## src/rtl/cpu_pkg.sv

```systemverilog
// Shared encodings for the CPU sequencer: instruction opcodes, ALU opcodes,
// sequencer states and the opcode-to-ALU-operation mapping.
package cpu_pkg;

   localparam logic [2:0] OP_HLT = 3'b000;
   localparam logic [2:0] OP_JMP = 3'b001;
   localparam logic [2:0] OP_INC = 3'b010;
   localparam logic [2:0] OP_DEC = 3'b011;
   localparam logic [2:0] OP_ADD = 3'b100;
   localparam logic [2:0] OP_LDA = 3'b101;
   localparam logic [2:0] OP_STO = 3'b110;
   localparam logic [2:0] OP_SKZ = 3'b111;

   localparam logic [1:0] ALU_PASS = 2'b00;
   localparam logic [1:0] ALU_INC  = 2'b01;
   localparam logic [1:0] ALU_DEC  = 2'b10;
   localparam logic [1:0] ALU_ADD  = 2'b11;

   typedef enum logic [3:0] {
      ST_IDLE,
      ST_FETCH,
      ST_INSTR,
      ST_OPRD,
      ST_OPND,
      ST_EXEC,
      ST_WB,
      ST_JUMP,
      ST_STORE,
      ST_SKIP,
      ST_HALT
   } state_t;

   function automatic logic [1:0] alu_op_for(input logic [2:0] i_opc);
      logic [1:0] w_op;
      w_op = ALU_PASS;
      case (i_opc)
         OP_INC:  w_op = ALU_INC;
         OP_DEC:  w_op = ALU_DEC;
         OP_ADD:  w_op = ALU_ADD;
         default: w_op = ALU_PASS;
      endcase
      return w_op;
   endfunction

endpackage

```

## src/rtl/cpu_pc.sv

```systemverilog
// Program counter: load has priority over increment; wraps modulo 2^ADDR_W.
// o_pc_next exposes the value the PC takes at the coming edge.
module cpu_pc #(
   parameter int unsigned           ADDR_W = 5,
   parameter logic [ADDR_W-1:0]     RST_PC = '0
) (
   input  logic              clk,
   input  logic              rst_n,
   input  logic              i_load,
   input  logic [ADDR_W-1:0] i_load_val,
   input  logic              i_inc,
   output logic [ADDR_W-1:0] o_pc,
   output logic [ADDR_W-1:0] o_pc_next
);

   logic [ADDR_W-1:0] r_pc;
   logic [ADDR_W-1:0] w_pc_next;

   always_comb begin
      w_pc_next = r_pc;
      if (i_load) begin
         w_pc_next = i_load_val;
      end else if (i_inc) begin
         w_pc_next = r_pc + ADDR_W'(1);
      end
   end

   always_ff @(posedge clk or negedge rst_n) begin
      if (!rst_n) begin
         r_pc <= RST_PC;
      end else begin
         r_pc <= w_pc_next;
      end
   end

   assign o_pc      = r_pc;
   assign o_pc_next = w_pc_next;

endmodule

```

## src/rtl/cpu_sequencer.sv

```systemverilog
// Fetch/decode/control stage in front of the 8-bit ALU. Owns IR and accumulator;
// every memory/ALU control output is registered and set on entry to its state.
module cpu_sequencer
   import cpu_pkg::*;
#(
   parameter int unsigned       ADDR_W = 5,
   parameter logic [ADDR_W-1:0] RST_PC = '0
) (
   input  logic              clk,
   input  logic              rst_n,
   input  logic              start,
   output logic [ADDR_W-1:0] mem_addr,
   output logic              mem_rd,
   output logic              mem_wr,
   output logic [7:0]        mem_wdata,
   input  logic [7:0]        mem_rdata,
   output logic              alu_clk,
   output logic [1:0]        alu_op,
   output logic [7:0]        alu_data,
   output logic [7:0]        accum,
   input  logic [7:0]        alu_out,
   input  logic              zero,
   output logic              halted
);

   state_t            r_state;
   logic [7:0]        r_ir;
   logic [7:0]        r_accum;
   logic [7:0]        r_alu_data;
   logic [1:0]        r_alu_op;
   logic [ADDR_W-1:0] r_mem_addr;
   logic              r_mem_rd;
   logic              r_mem_wr;
   logic              r_alu_clk;
   logic              r_halted;

   logic [ADDR_W-1:0] w_pc;
   logic [ADDR_W-1:0] w_pc_next;
   logic              w_pc_load;
   logic              w_pc_inc;
   logic [2:0]        w_rd_opc;
   logic [ADDR_W-1:0] w_rd_addr;
   logic [ADDR_W-1:0] w_ir_addr;

   assign w_rd_opc  = mem_rdata[7:5];
   assign w_rd_addr = mem_rdata[ADDR_W-1:0];
   assign w_ir_addr = r_ir[ADDR_W-1:0];

   always_comb begin
      w_pc_load = 1'b0;
      w_pc_inc  = 1'b0;
      case (r_state)
         ST_INSTR: w_pc_inc  = 1'b1;
         ST_JUMP:  w_pc_load = 1'b1;
         ST_SKIP:  w_pc_inc  = zero;
         default: begin
            w_pc_load = 1'b0;
            w_pc_inc  = 1'b0;
         end
      endcase
   end

   cpu_pc #(
      .ADDR_W (ADDR_W),
      .RST_PC (RST_PC)
   ) u_pc (
      .clk        (clk),
      .rst_n      (rst_n),
      .i_load     (w_pc_load),
      .i_load_val (w_ir_addr),
      .i_inc      (w_pc_inc),
      .o_pc       (w_pc),
      .o_pc_next  (w_pc_next)
   );

   // Entering FETCH uses the PC's next value so a JUMP/SKIP update lands in the same edge.
   always_ff @(posedge clk or negedge rst_n) begin
      if (!rst_n) begin
         r_state    <= ST_IDLE;
         r_ir       <= '0;
         r_accum    <= '0;
         r_alu_data <= '0;
         r_alu_op   <= ALU_PASS;
         r_mem_addr <= RST_PC;
         r_mem_rd   <= 1'b0;
         r_mem_wr   <= 1'b0;
         r_alu_clk  <= 1'b0;
         r_halted   <= 1'b0;
      end else begin
         r_mem_rd  <= 1'b0;
         r_mem_wr  <= 1'b0;
         r_alu_clk <= 1'b0;
         case (r_state)
            ST_IDLE: begin
               if (start) begin
                  r_state    <= ST_FETCH;
                  r_mem_addr <= w_pc_next;
                  r_mem_rd   <= 1'b1;
               end
            end
            ST_FETCH: begin
               r_state <= ST_INSTR;
            end
            ST_INSTR: begin
               r_ir     <= mem_rdata;
               r_alu_op <= alu_op_for(w_rd_opc);
               case (w_rd_opc)
                  OP_HLT: begin
                     r_state  <= ST_HALT;
                     r_halted <= 1'b1;
                  end
                  OP_JMP: r_state <= ST_JUMP;
                  OP_INC, OP_DEC: begin
                     r_state   <= ST_EXEC;
                     r_alu_clk <= 1'b1;
                  end
                  OP_ADD, OP_LDA: begin
                     r_state    <= ST_OPRD;
                     r_mem_addr <= w_rd_addr;
                     r_mem_rd   <= 1'b1;
                  end
                  OP_STO: begin
                     r_state    <= ST_STORE;
                     r_mem_addr <= w_rd_addr;
                     r_mem_wr   <= 1'b1;
                  end
                  default: r_state <= ST_SKIP;
               endcase
            end
            ST_OPRD: begin
               r_state <= ST_OPND;
            end
            ST_OPND: begin
               r_alu_data <= mem_rdata;
               if (r_ir[7:5] == OP_LDA) begin
                  r_accum    <= mem_rdata;
                  r_state    <= ST_FETCH;
                  r_mem_addr <= w_pc_next;
                  r_mem_rd   <= 1'b1;
               end else begin
                  r_state   <= ST_EXEC;
                  r_alu_clk <= 1'b1;
               end
            end
            ST_EXEC: begin
               r_state <= ST_WB;
            end
            ST_WB: begin
               r_accum    <= alu_out;
               r_state    <= ST_FETCH;
               r_mem_addr <= w_pc_next;
               r_mem_rd   <= 1'b1;
            end
            ST_JUMP, ST_STORE, ST_SKIP: begin
               r_state    <= ST_FETCH;
               r_mem_addr <= w_pc_next;
               r_mem_rd   <= 1'b1;
            end
            ST_HALT: begin
               if (start) begin
                  r_halted   <= 1'b0;
                  r_state    <= ST_FETCH;
                  r_mem_addr <= w_pc_next;
                  r_mem_rd   <= 1'b1;
               end
            end
            default: begin
               r_state <= ST_IDLE;
            end
         endcase
      end
   end

   assign mem_addr  = r_mem_addr;
   assign mem_rd    = r_mem_rd;
   assign mem_wr    = r_mem_wr;
   assign mem_wdata = r_accum;
   assign alu_clk   = r_alu_clk;
   assign alu_op    = r_alu_op;
   assign alu_data  = r_alu_data;
   assign accum     = r_accum;
   assign halted    = r_halted;

endmodule

```

## config.mk

```make
export PLATFORM = sky130hd
export DESIGN_NAME = cpu_sequencer
export DESIGN_NICKNAME = d
export VERILOG_FILES = /design/src/rtl/cpu_pkg.sv /design/src/rtl/cpu_pc.sv /design/src/rtl/cpu_sequencer.sv
export SDC_FILE = /design/constraint.sdc
export NUM_CORES = 1
export LEC_CHECK = 0
export CORE_ASPECT_RATIO = 1.2
export CORE_UTILIZATION = 28
export DETAILED_ROUTE_END_ITERATION = 8
export PLACE_DENSITY = 0.51
export RECOVER_POWER = 25
export SYNTH_ARGS = -nofsm -noshare
export SYNTH_HDL_FRONTEND = slang
export SYNTH_SLANG_ARGS = --single-unit
```

## constraint.sdc

```tcl
create_clock -name clk -period 2.6 [get_ports clk]
set_input_delay 0.39 -clock clk [delete_from_list [all_inputs] [get_ports clk]]
set_output_delay 0.39 -clock clk [all_outputs]
set_load 0.03 [all_outputs]
```

==> results of run 1 <==
## power by group through the flow
| stage | Clock (uW) | Sequential [uW] | Combinational [uW] |
|---|---|---|---|
| after floorplan | 0 | 1560 | 1200 |
| after global placement | 0 | 1310 | 2160 |
| after detailed placement | 0 | 1320 | 2160 |
| after CTS | 446 | 1300 | 2170 |
| after global routing | 461 | 1360 | 2330 |
| final | 417 | 1300 | 2150 |
## synth_stat cells, types with 2 or more instances
master,count
a21oi_1,11
a22oi_1,4
and4b_1,2
buf_2,4
buf_4,10
clkbuf_1,7
dfrtp_1,44
mux2_2,9
mux2i_1,14
nand2_1,38
nand2b_1,8
nand3b_1,2
nand4b_1,2
nor2_1,21
nor2b_1,5
o21a_1,4
o21ai_0,7
o21ai_1,9
o221a_2,2
o22ai_1,2
## worst paths after layout
check	cells past startpoint	slack, ns	endpoint
worst max-delay path	4	0.55	mem_addr[1]
worst min-delay path	2	0.39	u_pc.o_pc[2]
worst max register to register	4	0.55	mem_addr[1]
worst min register to register	2	0.48	r_ir[6]
max in group asynchronous	2	1.51	r_state[0]
min in group clk	2	0.48	r_ir[6]
## metrics by stage
stage	hold WS [ns]	total power, uW	cell area (sq um)	setup slack (ns)
finish	0.3899	3866	2995	0.5481
global route	0.4904	4150	2995	0.4353
CTS	0.1922	3921	2998	0.5669
detailed placement	0.4638	3477	2913	0.5688
global placement	0.4671	3468	2913	0.5604
floorplan	0.09441	2761	2305	0.7671
## layout make-up
cell class,instances,area [sq um],share of cell area (%)
Clock buffer,7,76.32,2.548
Clock inverter,1,8.758,0.2924
Inverter,1,3.754,0.1253
Multi-Input combinational cell,163,1067,35.63
Sequential cell,44,1101,36.76
Tap cell,92,115.1,3.843
Timing Repair Buffer,66,623.1,20.80
## routing by layer
| layer | up-vias | GRT usage [%] | wire length, microns |
|---|---|---|---|
| met5 | - | 0 | 0 |
| met4 | 0 | 3.911 | 49 |
| met3 | 2 | 2.282 | 218 |
| met2 | 49 | 21.14 | 2555 |
| met1 | 847 | 18.37 | 2568 |
| li1 | 897 | - | - |
## state kept, by name (all words and copies together) (netlist names)
| register | cells |
|---|---|
| accum | 8 |
| alu_data | 8 |
| r_ir | 8 |
| mem_addr | 5 |
| u_pc.o_pc | 5 |
| r_state | 4 |
| alu_op | 2 |
| alu_clk | 1 |
| halted | 1 |
| mem_rd | 1 |
| mem_wr | 1 |
## worst reg2reg max path, stage by stage, from the launching register on
cell and delay, ns:
dfrtp_1 0.68, nor3b_2 0.44, nand2b_1 0.13, o221a_2 0.39
mux2_4 0.32
## kinds of logic after synthesis
| family | after synthesis | share of synthesized area [%] |
|---|---|---|
| multiplexers | 24 | 11.13 |
| buffers and inverters | 23 | 5.917 |
| AO/OA/AOI/OAI | 52 | 15.31 |
| flip-flops | 44 | 47.77 |
| XOR/XNOR | 1 | 0.3801 |
| adder cells (fa/ha/maj) | 1 | 0.5428 |
| AND/OR/NAND/NOR | 85 | 18.95 |
==> out/metrics.csv, run 1 <==
metric,value,unit
grt.overflow.total,0,
setup_viol_count_final,0,
core-area,7839,sq um
syn_avg_cell_area,10.02,sq um
postSynthCellCount,230,
utilization,38.21,%
grt_pass1_vias,1727,
nNetsFinal,302,
synth_enable_flop_cells,0,
routed_wl,5.391,mm
worstPathRequired,2.78,ns
power_frac_comb,55.7,%
max-clock-path-buffers,2,
critPathArrivalTime,2.23,ns
setup-tns-final,0,ns
fill_cells,778,
p_per_area,1291,nW/um^2
vdd_drop_max,592.3,uV
dp_cells,366,
synth_cell_types,45,
cp_slowest_stage_delay,0.68,ns
antenna_found_initial,0,
post-route-period-util,78.92,%
worst_pin_slew,1.132,ns
synthFlopType,dfrtp_1,
dp_hpwl,3.914,mm
rows,35,
vias,1795,
crit_fanout,17,
die_h,101.4,microns
max-cap-violations,0,
syn-cell-area,2305,sq um
grt_max_degree,45,
path_cells,nor3b_2 > nand2b_1 > o221a_2 > mux2_4,
ios,55,
criticalPathCategory,flop to flop,
final_hold_viol_count,0,
async_reset_ff_share,100.0,%
portBuffers,54,
min_path_type,primary input to async pin,
p_sw,1676,uW
syn_nets,251,
start_util,29.40,%
path_clk_slew,0.08,ns
layout_commonest_cell,clkdlybuf4s50_1,
yosys.area.top_type,dfrtp_1,
critPathBufInv,0,
numClockSinks,44,
numCtsBuffers,5,
synth_warnings,0,
post_cts_resized,0,
drt_iter0_markers,97,
drive_gt1_share,14.18,%
clkPwrFrac,10.8,%
ys_seq_area_share,47.77,%
p_leak,0.001254,uW
fin_skew,0.006181,ns
dr.pass1.iters,6,
critPathSlowestCell,dfrtp_1,
final_cell_mix,"53 x clkdlybuf4s50_1, 44 x dfrtp_1, 38 x nand2_1",
synth_top_area_share,47.77,%
grt_util_all_layers,13.20,%
vias_per_cell,4.799,
syn_to_final_growth,29.97,%
end_kind,flop,
gp_congestion,0.7556,
start_kind,flop,
p_int,2190,uW
drc,0,
ys_ff_latch,44,
ant_nets,0,
rsz0062_at_grt,false,
status,finished clean,
ctsHoldBuffers,0,
min_period,2.052,ns
critical-path-top-delay-family,flip-flops,
pwr-share-seq,33.5,%
htree_levels,2,
sw_frac_of_total,43.36,%
slew_viol_final,0,
ctsRootBufferMaster,clkbuf_8,
max_freq,0.4874,GHz
die_w,84.82,microns
grt_first_pass_wirelength,8.901,mm
worst_skew_pair.late_latency,0.29,ns
slew_headroom,24.52,%
cts_setup_buffers,0,
netlist_top_cells_area,"dfrtp_1 48%, nand2_1 6.2%, mux2i_1 6.1%, mux2_2 4.4%, nor2_1 3.4%",
die_area,8599,sq um
cp-startpoint,r_state[1],
cts_tree,done,
reg2reg_from,r_state[1],
diodes,0,
post_drt_wl_per_cell,14.41,microns
final_cells,374,
Power figures use the tool's default switching activity.
==> inputs of run 2 (changes only) <==
PLACE_DENSITY = 0.53   (was 0.51)
clock period = 1.7 ns   (was 2.6 ns; I/O delays follow)
==> run 2 against run 1 <==
Net effect:
- the run now ends with negative setup slack left
- first-iteration DRC count shrank 6.2%
- utilization grew 3.1 points
- clock-buffer cell count is the same
- global-route usage grew 0.37 points
- critical path depth grew 2
- maximum frequency grew 18%
- die area is the same
- critical path type unchanged
- critical endpoint unchanged
- largest cell class is now multi-input combinational cells
- largest power group unchanged
- highest routed layer unchanged
==> out/metrics.csv, run 2 (synthesized netlist as in run 1, its figures left out) <==
metric,value,unit
grt_max_degree,45,
worst_slack,-0.03550,ns
final_area,3236,sq um
slew_headroom,24.75,%
path_cells,buf_6 > nand4b_1 > a21oi_4 > o211ai_2 > mux2_2 > mux2_4,
htree_levels,2,
dr.pass1.iters,6,
die_w,84.82,microns
regToRegSetupSlack,-0.04,ns
worst_skew_pair.late_latency,0.29,ns
min_period,1.735,ns
max_freq,0.5762,GHz
max-cap-violations,0,
p_per_area,1957,nW/um^2
syn_to_final_growth,40.39,%
ctsHoldBuffers,0,
drc,0,
rows,35,
ant_nets,0,
crit_fanout,8,
post-route-period-util,102.1,%
grt_util_all_layers,13.56,%
numClockSinks,44,
reg2reg_from,r_state[1],
final_hold_viol_count,0,
critical-path-top-delay-family,multiplexers,
post_drt_wl_per_cell,13.92,microns
drive_gt1_share,23.20,%
setup-tns-final,-0.03550,ns
critPathArrivalTime,1.92,ns
cts_tree,done,
routed_wl,5.539,mm
max-clock-path-buffers,2,
min_path_type,primary input to async pin,
violations,negative setup slack,
place_area,3078,sq um
worst_pin_slew,1.129,ns
drt_iter0_markers,91,
nNetsFinal,326,
critPathBufInv,1,
vias_per_cell,4.658,
worstPathRequired,1.88,ns
grt.overflow.total,0,
die_h,101.4,microns
slew_viol_final,0,
critPathSlowestCell,dfrtp_2,
vdd_drop_max,923.8,uV
setup_viol_count_final,1,
numCtsBuffers,5,
start_util,29.40,%
portBuffers,54,
vias,1854,
grt_first_pass_wirelength,9.135,mm
layout_commonest_cell,clkdlybuf4s50_1,
ctsRootBufferMaster,clkbuf_8,
dp_cells,388,
rsz0062_at_grt,true,
antenna_found_initial,0,
hold_ws,0.2528,ns
start_kind,flop,
status,"finished, violations left",
gp_congestion,0.7993,
die_area,8599,sq um
final_cell_mix,"53 x clkdlybuf4s50_1, 42 x dfrtp_1, 38 x nand2_1",
grt_pass1_vias,1843,
path_clk_slew,0.08,ns
fin_skew,0.009345,ns
dp_hpwl,4.123,mm
criticalPathCategory,flop to flop,
ios,55,
end_kind,flop,
cp-startpoint,r_state[1],
final_cells,398,
core-area,7839,sq um
diodes,0,
p_leak,0.001381,uW
cp_slowest_stage_delay,0.46,ns
==> run 2: cell types whose count changed in the layout (fill, tap and decap cells not counted), moves of 2 or more <==
cell     before  now
buf_4        11   31
buf_6         0    3
dfrtp_2       0    2
dfrtp_1      44   42
==> run 2: metal layers <==
layer  vias up  routed length, microns  part of all wire, %  track usage (%)
li1        943                       -                    -                -
met1       874                    2595                   47            17.20
met2        35                    2707                   49            23.70
met3         2                     199                  3.6            2.526
met4         0                      37                 0.67            3.911
met5         -                       0                    0                0
==> run 2: cell type report <==
type / count / area, sq um
clock inverters: 1 / 8.758
fillers: 802 / 4603
well taps: 92 / 115.1
inverters: 1 / 3.754
flip-flops and latches: 44 / 1104
repair buffers: 90 / 822.0
clock buffers: 7 / 76.32
multi-input cells: 163 / 1106
==> run 2: path summary, 6_finish.rpt <==
check / end / cells past startpoint
worst max register to register: mem_addr[1] / 6
worst min register to register: r_ir[6] / 2
worst min-delay path: mem_addr[4] / 2
min in group clk: r_ir[6] / 2
worst max-delay path: mem_addr[1] / 6
max in group asynchronous: r_state[1] / 2
==> run 2: metrics by stage <==
step,power [uW],setup slack (ns),util [%]
after floorplan,4226,-0.1218,-
after global placement,5549,-0.2230,39.27
after detailed placement,5586,-0.1952,39.27
after CTS,6299,-0.03445,40.64
after global routing,6787,-0.08024,41.28
final,6332,-0.03550,41.28
==> run 2: worst reg2reg max path, cell delays in order (launching register included) <==
cell and delay (ns):
dfrtp_2 0.46, buf_6 0.14, nand4b_1 0.23, a21oi_4 0.20, o211ai_2 0.10, mux2_2 0.26, mux2_4 0.25
==> run 2: what timing repair did <==
item | CTS | global route
buffers inserted | 1 | 2
pin swaps | 0 | 3
resized for setup | 5 | 11
cloned | 0 | 0
endpoints found under the setup margin | 4 | 16
==> run 2: where the power goes <==
group	total [uW]	internal (uW)	switching [uW]
Sequential	1900	1540	356
Clock	650	294	356
Combinational	3780	1820	1960
==> inputs of run 3 (changes only) <==
ABC_AREA = 1   (was not set)
RECOVER_POWER = not set   (was 25)
==> run 3 against run 2 <==
Net effect:
- the run ends with design-rule violations left
- via count is 7.7% higher
- routed wire length is 1.3% higher
- clock-buffer cell count is 1 higher
- die area is 1.4% lower
- utilization is 2.5 points lower
- sequential power is 2% higher
- setup slack better by 0.11 ns
- synthesized cell count is 22% higher
- maximum frequency is 6.9% higher
- critical path type is now flop to output pin
==> out/metrics.csv, run 3 <==
metric,value,unit
vias,1997,
synth_top_area_share,48.48,%
drt_iter0_markers,82,
clkPwrFrac,10.8,%
ctsHoldBuffers,0,
vdd_drop_max,869.9,uV
async_reset_ff_share,100.0,%
max-clock-path-buffers,2,
start_kind,flop,
path_cells,clkdlybuf4s50_1,
p_leak,0.001455,uW
rsz0062_at_grt,false,
slew_viol_final,0,
postSynthCellCount,281,
yosysMostFrequentCell,nand2_1,
die_w,84.21,microns
diodes,0,
min_path_type,primary input to async pin,
grt_util_all_layers,14.28,%
status,"finished, violations left",
ant_nets,0,
place_ws,0.09926,ns
max_freq,0.6161,GHz
antenna_found_initial,0,
p_per_area,2061,nW/um^2
fin_skew,0.002931,ns
utilization,38.82,%
grt.overflow.total,0,
syn-cell-area,2271,sq um
grt_pass1_vias,2013,
routed_wl,5.612,mm
min_period,1.623,ns
grt_use_met2,23.33,%
ys_ff_latch,44,
ctsRootBufferMaster,clkbuf_8,
violations,design-rule violations,
htree_levels,2,
setup-tns-final,0,ns
syn_avg_cell_area,8.082,sq um
cts_tree,done,
synthTopCellsByCount,"93 x nand2_1, 44 x dfrtp_1, 29 x nand3_1",
die_area,8476,sq um
pwr-share-seq,31.3,%
cts_setup_buffers,0,
end_kind,output pin,
grt_max_degree,45,
nNetsFinal,363,
dr.pass1.iters,6,
synth_cell_types,30,
worst_slack,0.07683,ns
met3_usage,2.293,%
cp_slowest_stage_delay,0.69,ns
busiest_layer,met2,
p_total,6201,uW
synthFlopType,dfrtp_1,
post-route-period-util,95.48,%
sw_frac_of_total,46.58,%
slew_headroom,62.46,%
rows,35,
drc,2,
final_hold_viol_count,0,
p_sw,2888,uW
post_drt_wl_per_cell,12.90,microns
ys_seq_area_share,48.48,%
portBuffers,54,
grt_first_pass_wirelength,9.639,mm
syn_nets,302,
dp_hpwl,4.345,mm
core-area,7751,sq um
critPathArrivalTime,1.37,ns
worst_pin_slew,0.5631,ns
setup_viol_count_final,0,
drive_gt1_share,12.83,%
max-cap-violations,0,
start_util,29.30,%
critical-path-top-delay-family,buffers and inverters,
syn_to_final_growth,32.51,%
dp_cells,427,
yosys.area.top_type,dfrtp_1,
ios,55,
power_frac_comb,57.9,%
numClockSinks,44,
worst_skew_pair.late_latency,0.29,ns
criticalPathCategory,flop to output pin,
synth_warnings,0,
post_cts_resized,0,
netlist_top_cells_area,"dfrtp_1 48%, nand2_1 15%, nand3_1 6.4%, nor2_1 4.1%, inv_1 2.8%",
gp_congestion,0.7907,
critPathSlowestCell,clkdlybuf4s50_1,
path_clk_slew,0.08,ns
final_cells,435,
synth_enable_flop_cells,0,
die_h,100.7,microns
vias_per_cell,4.591,
crit_fanout,2,
worstPathRequired,1.44,ns
layout_commonest_cell,nand2_1,
use_met1,18.99,%
final_cell_mix,"93 x nand2_1, 53 x clkdlybuf4s50_1, 44 x dfrtp_1",
critPathBufInv,1,
p_int,3313,uW
numCtsBuffers,5,
==> run 3: cell count changes after synthesis, sizes merged, moves of 7 or more <==
cell / previous run / this run
nand2: 38 / 98
nand3: 0 / 30
inv: 1 / 26
mux2i: 14 / 0
mux2: 10 / 0
nor2: 22 / 32
a21oi: 12 / 3
nand2b: 8 / 0
a31oi: 0 / 7
clkbuf: 7 / 0
==> run 3: logic make-up after synthesis <==
family | after synthesis | synth area share, %
adders and majority gates | 1 | 0.5509
buffers and inverters | 38 | 8.595
and+or+nand+nor | 167 | 33.72
xor gates and xnor gates | 1 | 0.3857
AOI/OAI and AO/OA | 30 | 8.264
DFF | 44 | 48.49
==> run 3: metrics by stage <==
step	instance area (sq um)	hold slack, ns
CTS	3009	0.05822
global placement	2919	0.3702
floorplan	2271	-0.04059
global route	3009	0.07280
finish	3009	0.03510
detailed placement	2919	0.3770
==> run 3: routing by layer <==
metal | part of all wire, % | vias up
met1 | 47 | 920
met4 | 1.6 | 0
li1 | - | 1022
met2 | 47 | 50
met5 | 0 | -
met3 | 4.6 | 5
==> run 3: final cells by class <==
| cell class | count | area, sq um |
|---|---|---|
| clock buffers | 8 | 90.09 |
| fillers | 816 | 4742 |
| inverters | 26 | 102.6 |
| multi-input cells | 199 | 974.7 |
| flip-flops and latches | 44 | 1101 |
| well taps | 92 | 115.1 |
| repair buffers | 66 | 625.6 |
==> run 3: final timing paths <==
| path | from | end | slack [ns] | depth (start not counted) |
|---|---|---|---|---|
| worst min register to register | r_ir[7] | r_ir[7] | 0.49 | 2 |
| worst max-delay path | alu_data[3] | alu_data[3] | 0.08 | 1 |
| worst max register to register | r_state[3] | mem_addr[1] | 0.17 | 10 |
| max in group asynchronous | rst_n | mem_addr[1] | 1.28 | 2 |
| worst min-delay path | rst_n | alu_data[5] | 0.04 | 2 |
| min in group clk | r_ir[7] | r_ir[7] | 0.49 | 2 |
==> run 3: worst reg2reg max path: stages, from the launching register on <==
cell and delay, ns:
dfrtp_1 0.46, inv_2 0.11, nand2_2 0.08, nor2_2 0.19, nand2_1 0.14, nand2_1 0.10
inv_1 0.07, nand3_4 0.11, nor2_1 0.06, nand2_1 0.06, nand2_1 0.04
==> run 3: power groups by stage <==
stage	clock network, uW	registers [uW]	logic [uW]
2_1_floorplan	0	2480	1880
3_3_place_gp	0	1960	3580
3_5_place_dp	0	1960	3620
4_1_cts	696	1950	3630
5_1_grt	736	2010	3950
6_report	669	1940	3590
